[config.mk]
export PLATFORM = sky130hd
export DESIGN_NAME = rtc_write_ctrl_flat
export DESIGN_NICKNAME = d
export VERILOG_FILES = /design/src/rtl/rtc_pkg.sv /design/src/rtl/rtc_write_ctrl_if.sv /design/src/rtl/rtc_bus_phase.sv /design/src/rtl/rtc_write_ctrl.sv /design/src/flat_wrapper.sv
export SDC_FILE = /design/constraint.sdc
export NUM_CORES = 1
export LEC_CHECK = 0
export CELL_PAD_IN_SITES_DETAIL_PLACEMENT = 2
export CELL_PAD_IN_SITES_GLOBAL_PLACEMENT = 2
export CORE_UTILIZATION = 34
export DETAILED_ROUTE_END_ITERATION = 12
export GPL_ROUTABILITY_DRIVEN = 0
export GPL_TIMING_DRIVEN = 1
export PLACE_DENSITY = 0.77
export REMOVE_ABC_BUFFERS = 1
export SLEW_MARGIN = 20
export SYNTH_ARGS = -nofsm -noshare
export SYNTH_HDL_FRONTEND = slang
export SYNTH_HIERARCHICAL = 1
export SYNTH_SLANG_ARGS = --single-unit
[constraint.sdc]
create_clock -name clk -period 4 [get_ports clk]
set_input_delay 0.8 -clock clk [delete_from_list [all_inputs] [get_ports clk]]
set_output_delay 0.8 -clock clk [all_outputs]
set_load 0.1 [all_outputs]
[src/rtl/rtc_pkg.sv]
// rtc_pkg: definitions shared by the RTC bus write and read controllers.
//   - chip register addresses and the transfer-command address
//   - register index ordering (order of the wr_mask bits and of the snapshot array)
//   - bus sequencer state encoding
//   - entry_addr(): maps a register index to its chip address
package rtc_pkg;

    localparam logic [7:0] ADDR_SEG    = 8'h21;
    localparam logic [7:0] ADDR_MIN    = 8'h22;
    localparam logic [7:0] ADDR_HORA   = 8'h23;
    localparam logic [7:0] ADDR_DIA    = 8'h24;
    localparam logic [7:0] ADDR_MES    = 8'h25;
    localparam logic [7:0] ADDR_ANO    = 8'h26;
    localparam logic [7:0] ADDR_CRSEG  = 8'h41;
    localparam logic [7:0] ADDR_CRMIN  = 8'h42;
    localparam logic [7:0] ADDR_CRHORA = 8'h43;
    localparam logic [7:0] ADDR_XFER   = 8'hF1;

    localparam int unsigned NUM_REGS    = 9;
    localparam int unsigned NUM_ENTRIES = 10;

    localparam int unsigned IDX_SEG    = 0;
    localparam int unsigned IDX_MIN    = 1;
    localparam int unsigned IDX_HORA   = 2;
    localparam int unsigned IDX_DIA    = 3;
    localparam int unsigned IDX_MES    = 4;
    localparam int unsigned IDX_ANO    = 5;
    localparam int unsigned IDX_CRSEG  = 6;
    localparam int unsigned IDX_CRMIN  = 7;
    localparam int unsigned IDX_CRHORA = 8;
    localparam int unsigned IDX_XFER   = 9;

    typedef enum logic [2:0] {
        StIdle,
        StNext,
        StAddrLo,
        StAddrHi,
        StDataLo,
        StDataHi,
        StDone
    } state_e;

    function automatic logic [7:0] entry_addr(input logic [3:0] idx);
        logic [7:0] a;
        case (idx)
            4'd0:    a = ADDR_SEG;
            4'd1:    a = ADDR_MIN;
            4'd2:    a = ADDR_HORA;
            4'd3:    a = ADDR_DIA;
            4'd4:    a = ADDR_MES;
            4'd5:    a = ADDR_ANO;
            4'd6:    a = ADDR_CRSEG;
            4'd7:    a = ADDR_CRMIN;
            4'd8:    a = ADDR_CRHORA;
            default: a = ADDR_XFER;
        endcase
        return a;
    endfunction

endpackage

[src/rtl/rtc_write_ctrl_if.sv]
// rtc_write_ctrl_if: register-bank inputs and RTC pad outputs of the write controller.
//   master: the controller (reads start/wr_mask/values, drives the pad side)
//   slave:  the environment (drives start/wr_mask/values, observes the pad side)
interface rtc_write_ctrl_if;
    logic       start;
    logic [9:0] wr_mask;
    logic [7:0] hora, min, seg, dia, mes, ano, crhora, crmin, crseg;
    logic [7:0] ad_out;
    logic       ad_oe;
    logic       cs_n, wr_n, rd_n;
    logic       ad_n;
    logic       busy;
    logic       done;

    modport master (
        input  start, wr_mask, hora, min, seg, dia, mes, ano, crhora, crmin, crseg,
        output ad_out, ad_oe, cs_n, wr_n, rd_n, ad_n, busy, done
    );

    modport slave (
        output start, wr_mask, hora, min, seg, dia, mes, ano, crhora, crmin, crseg,
        input  ad_out, ad_oe, cs_n, wr_n, rd_n, ad_n, busy, done
    );
endinterface

[src/rtl/rtc_bus_phase.sv]
// rtc_bus_phase: strobe phase timer.
//   clk, reset : clock, asynchronous active-high reset
//   load_i     : reload the counter (asserted on every sequencer state change)
//   low_i      : with load_i, select the strobe-low length instead of the strobe-high length
//   last_o     : current cycle is the final cycle of the phase
module rtc_bus_phase #(
    parameter int unsigned T_LOW  = 4,
    parameter int unsigned T_HIGH = 4
) (
    input  logic clk,
    input  logic reset,
    input  logic load_i,
    input  logic low_i,
    output logic last_o
);
    localparam int unsigned TMax = (T_LOW > T_HIGH) ? T_LOW : T_HIGH;
    localparam int unsigned CntW = $clog2(TMax) + 1;

    logic [CntW-1:0] cnt_q, cnt_d;

    // Counter holds "cycles remaining after this one"; it saturates at zero.
    always_comb begin
        cnt_d = cnt_q;
        if (load_i) begin
            cnt_d = low_i ? CntW'(T_LOW - 1) : CntW'(T_HIGH - 1);
        end else if (cnt_q != '0) begin
            cnt_d = cnt_q - 1'b1;
        end
    end

    always_ff @(posedge clk or posedge reset) begin
        if (reset) begin
            cnt_q <= '0;
        end else begin
            cnt_q <= cnt_d;
        end
    end

    assign last_o = (cnt_q == '0);
endmodule

[src/rtl/rtc_write_ctrl.sv]
// rtc_write_ctrl: writes a snapshot of the time/date/timer registers to the external RTC
// chip over its multiplexed address/data bus, one address strobe and one data strobe per
// selected register, optionally followed by the transfer command.
//   clk, reset : clock, asynchronous active-high reset
//   bus        : start/wr_mask/register values in; ad_out, ad_oe, cs_n, wr_n, rd_n, ad_n,
//                busy, done out (all outputs registered)
module rtc_write_ctrl
    import rtc_pkg::*;
#(
    parameter int unsigned T_LOW     = 4,
    parameter int unsigned T_HIGH    = 4,
    parameter logic [7:0]  XFER_DATA = 8'h00
) (
    input  logic           clk,
    input  logic           reset,
    rtc_write_ctrl_if.master bus
);
    state_e     state_q, state_d;
    logic [3:0] idx_q, idx_d;
    logic [9:0] mask_q, mask_d;
    logic [7:0] snap_q [NUM_REGS];
    logic [7:0] snap_d [NUM_REGS];

    logic       cs_n_q, cs_n_d, wr_n_q, wr_n_d, ad_n_q, ad_n_d;
    logic       ad_oe_q, ad_oe_d, busy_q, busy_d, done_q, done_d;
    logic [7:0] ad_out_q, ad_out_d;

    logic phase_last;
    logic phase_load;
    logic phase_low;

    rtc_bus_phase #(
        .T_LOW  (T_LOW),
        .T_HIGH (T_HIGH)
    ) u_phase (
        .clk    (clk),
        .reset  (reset),
        .load_i (phase_load),
        .low_i  (phase_low),
        .last_o (phase_last)
    );

    assign phase_load = (state_d != state_q);
    assign phase_low  = (state_d == StAddrLo) || (state_d == StDataLo);

    always_comb begin
        state_d = state_q;
        idx_d   = idx_q;
        mask_d  = mask_q;
        snap_d  = snap_q;

        unique case (state_q)
            StIdle: begin
                if (bus.start) begin
                    snap_d[IDX_SEG]    = bus.seg;
                    snap_d[IDX_MIN]    = bus.min;
                    snap_d[IDX_HORA]   = bus.hora;
                    snap_d[IDX_DIA]    = bus.dia;
                    snap_d[IDX_MES]    = bus.mes;
                    snap_d[IDX_ANO]    = bus.ano;
                    snap_d[IDX_CRSEG]  = bus.crseg;
                    snap_d[IDX_CRMIN]  = bus.crmin;
                    snap_d[IDX_CRHORA] = bus.crhora;
                    mask_d             = bus.wr_mask;
                    idx_d              = '0;
                    state_d            = StNext;
                end
            end
            StNext: begin
                if (idx_q == 4'(NUM_ENTRIES)) begin
                    state_d = StDone;
                end else if (mask_q[idx_q]) begin
                    state_d = StAddrLo;
                end else begin
                    idx_d = idx_q + 4'd1;
                end
            end
            StAddrLo: if (phase_last) state_d = StAddrHi;
            StAddrHi: if (phase_last) state_d = StDataLo;
            StDataLo: if (phase_last) state_d = StDataHi;
            StDataHi: begin
                if (phase_last) begin
                    idx_d   = idx_q + 4'd1;
                    state_d = StNext;
                end
            end
            StDone:   state_d = StIdle;
            default:  state_d = StIdle;
        endcase

        // Pad outputs are registered from the next state so they line up with it.
        cs_n_d   = 1'b1;
        wr_n_d   = 1'b1;
        ad_n_d   = ad_n_q;
        ad_out_d = ad_out_q;
        ad_oe_d  = (state_d != StIdle);
        busy_d   = (state_d != StIdle);
        done_d   = (state_d == StDone);
        case (state_d)
            StIdle: begin
                ad_out_d = '0;
                ad_n_d   = 1'b1;
            end
            StAddrLo: begin
                cs_n_d   = 1'b0;
                wr_n_d   = 1'b0;
                ad_n_d   = 1'b0;
                ad_out_d = entry_addr(idx_d);
            end
            StDataLo: begin
                cs_n_d   = 1'b0;
                wr_n_d   = 1'b0;
                ad_n_d   = 1'b1;
                ad_out_d = (idx_d == 4'(IDX_XFER)) ? XFER_DATA : snap_q[idx_d];
            end
            default: ;
        endcase
    end

    always_ff @(posedge clk or posedge reset) begin
        if (reset) begin
            state_q  <= StIdle;
            idx_q    <= '0;
            mask_q   <= '0;
            for (int i = 0; i < NUM_REGS; i++) snap_q[i] <= '0;
            cs_n_q   <= 1'b1;
            wr_n_q   <= 1'b1;
            ad_n_q   <= 1'b1;
            ad_out_q <= '0;
            ad_oe_q  <= 1'b0;
            busy_q   <= 1'b0;
            done_q   <= 1'b0;
        end else begin
            state_q  <= state_d;
            idx_q    <= idx_d;
            mask_q   <= mask_d;
            snap_q   <= snap_d;
            cs_n_q   <= cs_n_d;
            wr_n_q   <= wr_n_d;
            ad_n_q   <= ad_n_d;
            ad_out_q <= ad_out_d;
            ad_oe_q  <= ad_oe_d;
            busy_q   <= busy_d;
            done_q   <= done_d;
        end
    end

    assign bus.cs_n   = cs_n_q;
    assign bus.wr_n   = wr_n_q;
    assign bus.rd_n   = 1'b1;
    assign bus.ad_n   = ad_n_q;
    assign bus.ad_out = ad_out_q;
    assign bus.ad_oe  = ad_oe_q;
    assign bus.busy   = busy_q;
    assign bus.done   = done_q;
endmodule
[src/flat_wrapper.sv]
// flat-port wrapper written by rule: the top's interface ports become plain ports
module rtc_write_ctrl_flat import rtc_pkg::*;
#(
    parameter int unsigned T_LOW     = 4,
    parameter int unsigned T_HIGH    = 4,
    parameter logic [7:0]  XFER_DATA = 8'h00
)
  (clk, reset, bus_start, bus_wr_mask, bus_hora, bus_min, bus_seg, bus_dia, bus_mes, bus_ano, bus_crhora, bus_crmin, bus_crseg, bus_ad_out, bus_ad_oe, bus_cs_n, bus_wr_n, bus_rd_n, bus_ad_n, bus_busy, bus_done);
  rtc_write_ctrl_if bus_i ();
  input  logic clk;
  input  logic reset;
  input wire logic [$bits(bus_i.start)-1:0] bus_start;
  input wire logic [$bits(bus_i.wr_mask)-1:0] bus_wr_mask;
  input wire logic [$bits(bus_i.hora)-1:0] bus_hora;
  input wire logic [$bits(bus_i.min)-1:0] bus_min;
  input wire logic [$bits(bus_i.seg)-1:0] bus_seg;
  input wire logic [$bits(bus_i.dia)-1:0] bus_dia;
  input wire logic [$bits(bus_i.mes)-1:0] bus_mes;
  input wire logic [$bits(bus_i.ano)-1:0] bus_ano;
  input wire logic [$bits(bus_i.crhora)-1:0] bus_crhora;
  input wire logic [$bits(bus_i.crmin)-1:0] bus_crmin;
  input wire logic [$bits(bus_i.crseg)-1:0] bus_crseg;
  output wire logic [$bits(bus_i.ad_out)-1:0] bus_ad_out;
  output wire logic [$bits(bus_i.ad_oe)-1:0] bus_ad_oe;
  output wire logic [$bits(bus_i.cs_n)-1:0] bus_cs_n;
  output wire logic [$bits(bus_i.wr_n)-1:0] bus_wr_n;
  output wire logic [$bits(bus_i.rd_n)-1:0] bus_rd_n;
  output wire logic [$bits(bus_i.ad_n)-1:0] bus_ad_n;
  output wire logic [$bits(bus_i.busy)-1:0] bus_busy;
  output wire logic [$bits(bus_i.done)-1:0] bus_done;
  assign bus_i.start = bus_start;
  assign bus_i.wr_mask = bus_wr_mask;
  assign bus_i.hora = bus_hora;
  assign bus_i.min = bus_min;
  assign bus_i.seg = bus_seg;
  assign bus_i.dia = bus_dia;
  assign bus_i.mes = bus_mes;
  assign bus_i.ano = bus_ano;
  assign bus_i.crhora = bus_crhora;
  assign bus_i.crmin = bus_crmin;
  assign bus_i.crseg = bus_crseg;
  assign bus_ad_out = bus_i.ad_out;
  assign bus_ad_oe = bus_i.ad_oe;
  assign bus_cs_n = bus_i.cs_n;
  assign bus_wr_n = bus_i.wr_n;
  assign bus_rd_n = bus_i.rd_n;
  assign bus_ad_n = bus_i.ad_n;
  assign bus_busy = bus_i.busy;
  assign bus_done = bus_i.done;
  rtc_write_ctrl #(.T_LOW(T_LOW), .T_HIGH(T_HIGH), .XFER_DATA(XFER_DATA)) u_core (.clk(clk), .reset(reset), .bus(bus_i));
endmodule
==> flow_summary_export.csv <==
group,metric,value,unit
global_routing,grt_pass1_wl,23560,um
cts,clk_path_buf_depth,2,
cts,cts_made_buffers,9,
timing,fin_hold_ws,0.5099,ns
timing,max_slew_margin,0.3451,
timing,setup_violations,0,
routing,vias,3715,
cts,h-tree-depth,3,
outcome,violations,"DRC",
job,maxCapViolCount,0,
place,portBuffers,98,
timing,hold_viol,0,
floorplan,core,14640,um2
global_routing,gr-total-overflow,0,
routing,wirelength,14340,um
routing,first_iter_violations,180,
finish,drive_gt1_frac,0.2433,
yosys,synthCells,422,
cts,cts_resized,0,
floorplan,fp.dieW,125.1,um
outcome,status,"finished, violations left",
yosys,synthTopCellsByCount,"dfrtp_1 (102), mux2_2 (78), mux2i_1 (29)",
timing,tightest_slew,0.9793,ns
floorplan,die-area,15640,um2
yosys,avgSynthCellArea,12.20,um2
cts,clk_pin_slew,0.07,ns
routing,first_pass_iters,8,
cts,cts_root_buf,"clkbuf_16",
power_and_ir_drop,switching_share,0.4318,
min_path,hold_path_class,"flip-flop to flip-flop",
finish,diodes,0,
yosys,synthFlopType,"dfrtp_1",
global_routing,grtUsageTotal,0.1951,
timing,setup_tns,0,ns
timing,skew,0.01016,ns
floorplan,die_y,125.1,um
cts,clock-sinks,104,
timing,fin_crit_sh,0.8644,
critical_path,path_max_fanout,14,
place,preCtsSetupSlack,0.2921,ns
power_and_ir_drop,total_power,6.095,mW
power_and_ir_drop,leakagePower,2.791,nW
finish,fin_nets,606,
yosys,synth_top_area_share,0.4956,
yosys,synthTopCellsByArea,"dfrtp_1 (50%), mux2_2 (17%), mux2i_1 (5.6%)",
cts,cts_tree,"built",
global_routing,grt_max_degree,64,
routing,drc,8,
critical_path,cp_data_required_time,4.25,ns
global_routing,antenna_found_initial,0,
yosys,ys_seq_area_frac,0.5058,
power_and_ir_drop,intPower,3.463,mW
yosys,yosysMostFrequentCell,"dfrtp_1",
cts,hold_buffers,0,
power_and_ir_drop,seqPwrFrac,0.320,
routing,dr_wl_met3,408,um
timing,layout_setup_ws,0.5423,ns
floorplan,start_util,0.3517,
critical_path,arrival,3.71,ns
yosys,synth_cell_types,63,
critical_path,worstSetupStartpointType,"flip-flop",
power_and_ir_drop,power.switching,2.632,mW
power_and_ir_drop,ir_worst_vdd,0.0002726,V
critical_path,r2r_setup_slack,0.54,ns
routing,wl_met2,7278,um
routing,ant_nets,0,
place,dp_hpwl,10580,um
timing,fin_crit,3.458,ns
yosys,async_flop_share,1.000,
routing,highest_layer,"met4",
critical_path,endpoint_kind,"flip-flop",
power_and_ir_drop,power_density,922.8,nW/um2
timing,rsz0062_at_grt,"no",
cts,clk-insertion-delay-late,0.35,ns
global_routing,grt_pass1_vias,4292,
routing,wl_met1,6351,um
routing,wire_per_inst,20.31,um
timing,max_freq,289.2,MHz
routing,vias_per_cell,5.262,
finish,fillers,1495,
cts,cts_setup_buffers,0,
yosys,synth_top_cell_by_area,"dfrtp_1",
yosys,synth_area,5150,um2
power_and_ir_drop,pwr-share-comb,0.542,
floorplan,ios,100,
yosys,ys_seq_elements,104,
finish,fin_util,0.4510,
finish,areaGrowthSynthToFinish,28.26,%
timing,drv_slew,0,
floorplan,num_rows,44,
yosys,synth-edff-count,0,
yosys,ys_warn_count,6,
critical_path,criticalPathCategory,"flip-flop to flip-flop",
power_and_ir_drop,p_clk_frac,0.138,
[layer usage]
layer,GRT usage,vias to the layer above
met5,0,-
met4,0.07604,0
met3,0.02953,21
met2,0.3391,85
met1,0.2440,1894
li1,-,1715
[per-stage QoR]
stage	cells	instance area [um2]
2_1_floorplan	396	5012
3_3_place_gp	690	6332
3_5_place_dp	690	6332
4_1_cts	706	6605
5_1_grt	706	6605
6_report	706	6605
[registers in the layout, summed over array words and instances (netlist names), 3 cells and up]
signal / cells
u_core/snap_q: 72
u_core/mask_q: 10
u_core/bus.ad_out: 8
u_core/idx_q: 4
u_core/state_q: 3
u_core/u_phase/cnt_q: 3
[power by group through the flow]
stage | Combinational, mW | Clock (mW) | Sequential, mW
5_1_grt | 3.57 | 0.893 | 2.02
3_5_place_dp | 3.30 | 0 | 1.97
2_1_floorplan | 2.13 | 0 | 2.16
3_3_place_gp | 3.19 | 0 | 1.92
4_1_cts | 3.34 | 0.855 | 1.96
6_report | 3.30 | 0.839 | 1.95
[worst max-delay path, cell delays in order (launching register included)]
cell	delay, ns
dfrtp_1	0.57
mux4_2	0.40
or2_1	0.26
and3_4	0.22
o21ai_1	0.14
a32o_1	0.63
inv_2	0.27
nor2_1	0.33
nand4_1	0.26
o221ai_1	0.26
[worst paths after layout]
path | startpoint | end | depth (start not counted)
max | u_core/idx_q[1]$_DFF_PP0_ | u_core/bus.ad_out[6]$_DFFE_PP0P_ | 9
min | u_core/snap_q[9]$_DFFE_PP0P_ | u_core/snap_q[9]$_DFFE_PP0P_ | 1
max reg2reg | u_core/idx_q[1]$_DFF_PP0_ | u_core/bus.ad_out[6]$_DFFE_PP0P_ | 9
min reg2reg | u_core/snap_q[9]$_DFFE_PP0P_ | u_core/snap_q[9]$_DFFE_PP0P_ | 1
max in group asynchronous | reset | u_core/bus.ad_out[7]$_DFFE_PP0P_ | 3
min in group asynchronous | reset | u_core/u_phase/cnt_q[2]$_DFFE_PP0P_ | 2
[cell usage in the layout (no fill, tap or decap), types with 4 or more instances in the layout]
master | Yosys | layout
nor2_1 | 15 | 15
a21o_1 | 4 | 4
o221ai_1 | 7 | 7
nand2b_1 | 5 | 5
ha_1 | 4 | 4
nand3_1 | 13 | 13
clkdlybuf4s50_1 | 0 | 98
mux4_2 | 7 | 7
inv_1 | 19 | 18
nand2_1 | 25 | 25
mux2i_1 | 29 | 29
a21oi_1 | 8 | 8
o21ai_0 | 11 | 11
clkinv_2 | 0 | 5
mux2_2 | 78 | 78
clkbuf_16 | 0 | 9
nand4_1 | 4 | 4
buf_4 | 3 | 12
dfrtp_1 | 102 | 102
[kinds of logic after synthesis]
logic type	synth area share
compound gates	0.08990
flops	0.5058
fa+ha+maj	0.009719
mux	0.2575
xor+xnor	0.003402
buf+inv	0.04300
simple gates	0.08990
other cells	0.0007282
[cell type report]
class / instances / area (um2) / share of cell area
inverter: 21 / 86.33 / 0.01307
tap: 184 / 230.2 / 0.03486
sequential: 104 / 2605 / 0.3944
timing repair buffer: 110 / 1071 / 0.1622
clock inverter: 6 / 33.78 / 0.005115
multi-input combinational: 271 / 2340 / 0.3542
clock buffer: 10 / 239.0 / 0.03618
Power figures use the tool's default switching activity.
